<file path="config.mk">
export PLATFORM = sky130hd
export DESIGN_NAME = vga_vid_fetch
export DESIGN_NICKNAME = d
export VERILOG_FILES = /design/src/rtl/vga_vid_fetch.sv
export SDC_FILE = /design/constraint.sdc
export NUM_CORES = 1
export LEC_CHECK = 0
export CORE_ASPECT_RATIO = 1.1
export CORE_MARGIN = 1.5
export CORE_UTILIZATION = 59
export DETAILED_ROUTE_END_ITERATION = 8
export PLACE_DENSITY = 0.92
export SYNTH_ARGS = -nofsm -noshare
export SYNTH_HDL_FRONTEND = slang
export SYNTH_SLANG_ARGS = --single-unit
</file>
<file path="constraint.sdc">
create_clock -name CLK_I -period 9.3 [get_ports CLK_I]
set_input_delay 1.86 -clock CLK_I [delete_from_list [all_inputs] [get_ports CLK_I]]
set_output_delay 1.86 -clock CLK_I [all_outputs]
set_load 0.05 [all_outputs]
</file>
<file path="src/rtl/vga_vid_fetch.sv">
// vga_vid_fetch: Wishbone read master that streams the active frame
// buffer into the pixel line FIFO in bursts, with frame wrap and bank switch.
module vga_vid_fetch (
    input  logic        CLK_I,
    input  logic        RST_I,
    input  logic        ven,
    input  logic        vbsw,
    input  logic [1:0]  vbl,
    input  logic [1:0]  cd,
    input  logic [15:0] Thgate,
    input  logic [15:0] Tvgate,
    input  logic [29:0] VBARa,
    input  logic [29:0] VBARb,
    input  logic        fifo_nfull,
    output logic [29:0] ADR_O,
    output logic        CYC_O,
    output logic        STB_O,
    input  logic        ACK_I,
    input  logic        ERR_I,
    input  logic [31:0] DAT_I,
    output logic        fifo_wreq,
    output logic [31:0] fifo_d,
    output logic        avmp,
    output logic        bsint_out,
    output logic        sint_out
);

    typedef enum logic [1:0] {IDLE, BURST, HALT} state_t;

    state_t      state;
    logic        cyc;
    logic        sof;
    logic [29:0] base;
    logic [29:0] offset;
    logic [16:0] wcnt;
    logic [15:0] lcnt;
    logic [16:0] lw_r;
    logic [15:0] tv_r;
    logic [3:0]  rem;

    logic [16:0] lw_use;
    logic [16:0] vlen;
    logic [16:0] left;
    logic [3:0]  blen;

    function automatic logic [16:0] line_words(input logic [1:0] c,
                                               input logic [15:0] th);
        logic [18:0] px;
        logic [18:0] by;
        px = {3'd0, th} + 19'd1;
        by = px + px * {17'd0, c};
        return 17'(by >> 2);
    endfunction

    // geometry comes straight from the registers when a new frame begins
    always_comb begin
        lw_use = sof ? line_words(cd, Thgate) : lw_r;
        vlen   = 17'd1 << vbl;
        left   = lw_use - wcnt;
        blen   = (left < vlen) ? left[3:0] : vlen[3:0];
    end

    assign CYC_O     = cyc;
    assign STB_O     = cyc;
    assign ADR_O     = base + offset;
    assign fifo_wreq = cyc & ACK_I & ~ERR_I;
    assign fifo_d    = DAT_I;

    always_ff @(posedge CLK_I or posedge RST_I) begin
        if (RST_I) begin
            state     <= IDLE;
            cyc       <= 1'b0;
            sof       <= 1'b1;
            base      <= '0;
            offset    <= '0;
            wcnt      <= '0;
            lcnt      <= '0;
            lw_r      <= '0;
            tv_r      <= '0;
            rem       <= '0;
            avmp      <= 1'b0;
            bsint_out <= 1'b0;
            sint_out  <= 1'b0;
        end else begin
            bsint_out <= 1'b0;
            sint_out  <= 1'b0;
            unique case (state)
                IDLE: begin
                    if (!ven) begin
                        offset <= '0;
                        wcnt   <= '0;
                        lcnt   <= '0;
                        sof    <= 1'b1;
                    end else if (!fifo_nfull) begin
                        state <= BURST;
                        cyc   <= 1'b1;
                        rem   <= blen;
                        sof   <= 1'b0;
                        if (sof) begin
                            lw_r <= lw_use;
                            tv_r <= Tvgate;
                            base <= avmp ? VBARb : VBARa;
                        end
                    end
                end
                BURST: begin
                    if (ERR_I) begin
                        state    <= HALT;
                        cyc      <= 1'b0;
                        sint_out <= 1'b1;
                        offset   <= '0;
                        wcnt     <= '0;
                        lcnt     <= '0;
                        sof      <= 1'b1;
                    end else if (ACK_I) begin
                        offset <= offset + 30'd1;
                        rem    <= rem - 4'd1;
                        if (wcnt == lw_r - 17'd1) begin
                            wcnt <= '0;
                            if (lcnt == tv_r) begin
                                lcnt   <= '0;
                                offset <= '0;
                                sof    <= 1'b1;
                                if (vbsw) begin
                                    avmp      <= ~avmp;
                                    bsint_out <= 1'b1;
                                end
                            end else begin
                                lcnt <= lcnt + 16'd1;
                            end
                        end else begin
                            wcnt <= wcnt + 17'd1;
                        end
                        if (rem == 4'd1) begin
                            state <= IDLE;
                            cyc   <= 1'b0;
                        end
                    end
                end
                HALT: begin
                    if (!ven)
                        state <= IDLE;
                end
                default: state <= IDLE;
            endcase
        end
    end

endmodule

</file>
==> impl_metrics.csv, run 1 <==
group,metric,value,unit
cts,clock-root-buffer,"clkbuf_16",
min_path,hp-class,"reg2reg",
floorplan,die_h,150.3,µm
route,wl_met3,1838,µm
setup_path,crit_type,"in2reg",
run,drv_cap,0,
timing,maxSlewHeadroom,29.76,%
global_route,overflow,0,
power_and_ir_drop,ir_worst_vdd,0.2301,mV
global_route,antenna_found_initial,0,
yosys,syn_inst,1365,
setup_path,critPathSlowestCell,"fa_1",
final_layout,multiInputGateArea,7462,µm²
cts,cts_hold_buf,0,
floorplan,die_w,136.9,µm
timing,finClkSkew,0.01289,ns
cts,cts_max_level,4,
timing,worst_slack,1.029,ns
final_layout,most-common-layout-cells,"clkdlybuf4s50_1, dfrtp_1, nand2_1",
placed_design,dp_hpwl,21670,µm
cts,clock_path_buffers,2,
timing,rsz0062_at_grt,"no",
setup_path,start_kind,"primary input",
cts,cts_made_buffers,17,
timing,final.min_clock_period,8.271,ns
timing,setup_viol,0,
timing,finalSetupTns,0,ns
setup_path,crit_top_cell,"a21oi_1",
route,drt_iter0_markers,861,
setup_path,required,9.65,ns
route,routedWlPerCell,17.61,µm
yosys,yosysWarnings,0,
cts,cts_tree,"done",
floorplan,io_pins,203,
floorplan,core_area,19230,µm²
final_layout,final_util,70.62,%
route,routed.top_layer,"met4",
timing,fin_crit_sh,88.93,%
final_layout,fill_cells,1332,
final_layout,layout-drive-gt1-share,7.104,%
global_route,grt_pass1_wl,49420,µm
route,vias,10564,
yosys,synth.avg_cell_area,8.530,µm²
setup_path,crit_buf_inv,2,
route,met2_wirelength,15410,µm
yosys,async_flop_share,100.0,%
placed_design,io_buffers,138,
route,viasPerCell,6.174,
run_status,outcome,"finished, final reports clean",
setup_path,path_delay_family,"simple AND/OR/NAND/NOR gates",
global_route,grt_pass1_vias,10665,
yosys,ys_seq_elements,137,
cts,cts_setup_buffers,0,
final_layout,final_common_cell,"clkdlybuf4s50_1",
route,final_antenna_net_count,0,
final_layout,register_area,3431,µm²
timing,finalHoldViolations,0,
power_and_ir_drop,p_leak,0.005970,µW
placed_design,pre_cts_slack,0.6958,ns
timing,fin_hold_ws,0.4896,ns
cts,clk_pin_slew_worst_paths,0.07,ns
final_layout,nNetsFinal,1677,
cts,cts_resized,0,
placed_design,place.gp.congestion,0.9136,
yosys,synth-seq-area-share,29.45,%
route,drcViolationCount,0,
power_and_ir_drop,p_per_area,266.7,nW/µm²
route,wl_met1,11820,µm
setup_path,max_stage_delay,0.57,ns
timing,clock.fmax,0.1209,GHz
yosys,synth_fp_nets,1591,
route,routed_wl,30130,µm
floorplan,initial_utilization,60.55,%
global_route,grt_usage,29.87,%
setup_path,worstPathArrival,8.62,ns
timing,tightest_slew,1.054,ns
yosys,synth-edff-count,0,
floorplan,die_area,20590,µm²
global_route,grt_max_degree,97,
cts,clkLatencyLatePin,0.44,ns
cts,cts_sinks,137,
route,drt-pass1-iter-count,5,
yosys,synth_cell_type_count,71,
yosys,synth_ff_type,"dfrtp_1",
floorplan,row_count,53,
setup_path,critPathMaxFanout,6,
final_layout,area.growth.synth_to_final,16.65,%
timing,maxSlewViolCount,0,
setup_path,cp-end-kind,"flip-flop",
yosys,syn-cell-area,11640,µm²
final_layout,antenna_cells,0,
[routing by layer]
metal	global-route usage [%]	vias up
met3	4.512	102
met4	14.47	0
met1	34.52	5076
li1	-	4957
met5	0	-
met2	53.72	429
[per-stage QoR]
| stage | cell area (µm²) | std cells | total power (µW) |
|---|---|---|---|
| detailed placement | 12950 | 1679 | 2833 |
| CTS | 13580 | 1711 | 3586 |
| finish | 13580 | 1711 | 3623 |
| global route | 13580 | 1711 | 3832 |
| global placement | 12950 | 1679 | 2774 |
| floorplan | 11640 | 1365 | 2343 |
[cell usage after synthesis (all sizes together) (31+ instances only)]
cell	n	area [µm²]
xnor2	78	683.2
mux2i	35	350.3
buf	46	320.3
nor3	33	170.2
nor2	115	431.7
o21ai	86	430.4
ha	72	900.9
inv	88	330.3
nand3	48	240.2
nand4	31	193.9
xor2	65	569.3
nand2	131	491.7
dfrtp	136	3403
mux2	46	518.0
a21oi	70	350.3
[kinds of logic after synthesis]
| kind of cell | count (synthesis) | share of synthesized area, % |
|---|---|---|
| simple gates | 483 | 20.45 |
| fa+ha+maj | 91 | 11.00 |
| mux | 81 | 7.458 |
| xor+xnor | 143 | 10.76 |
| compound gates | 267 | 14.36 |
| flops | 137 | 29.45 |
| buf+inv | 163 | 6.523 |
[cell type report]
cell class,count,area share (%)
Sequential cell,137,25.26
Inverter,88,2.450
Tap cell,247,2.275
Clock buffer,19,3.261
Multi-Input combinational cell,1065,54.94
Clock inverter,13,1.419
Timing Repair Buffer,142,10.39
[power by group]
part	leakage [µW]	switching, µW	internal, µW
clock network	0.000310	282	460
registers	0.00178	191	753
logic	0.00388	1160	777
[path summary, 6_finish.rpt]
check | cells after the start | slack, ns | start | to
worst max-delay path | 25 | 1.03 | Thgate[2] | rem[0]$_DFFE_PP0P_
worst min register to register | 2 | 0.49 | base[26]$_DFFE_PP0P_ | base[26]$_DFFE_PP0P_
worst max register to register | 15 | 4.25 | sof$_DFFE_PP1P_ | rem[0]$_DFFE_PP0P_
max in group asynchronous | 3 | 5.90 | RST_I | avmp$_DFFE_PP0P_
worst min-delay path | 2 | 0.49 | base[26]$_DFFE_PP0P_ | base[26]$_DFFE_PP0P_
min in group asynchronous | 2 | 1.98 | RST_I | base[27]$_DFFE_PP0P_
[sequential cells by signal, indices dropped and copies added (netlist names)]
name       cells
base          30
offset        30
lw_r          17
wcnt          17
lcnt          16
tv_r          16
rem            4
state          2
CYC_O          1
avmp           1
bsint_out      1
sint_out       1
sof            1
[tightest hold or removal path: stages (launching register included)]
cell	delay, ns
dfrtp_1	0.34
nand2_1	0.05
o21ai_0	0.06
(Power assumes the default switching activity.)
==> run 2, diff against run 1 <==
CAP_MARGIN = 0   (was unset)
SKIP_CTS_REPAIR_TIMING = 1   (was unset)
==> results of run 2 <==
Same layout as run 1: the final DEF is identical, and so are final timing and power.
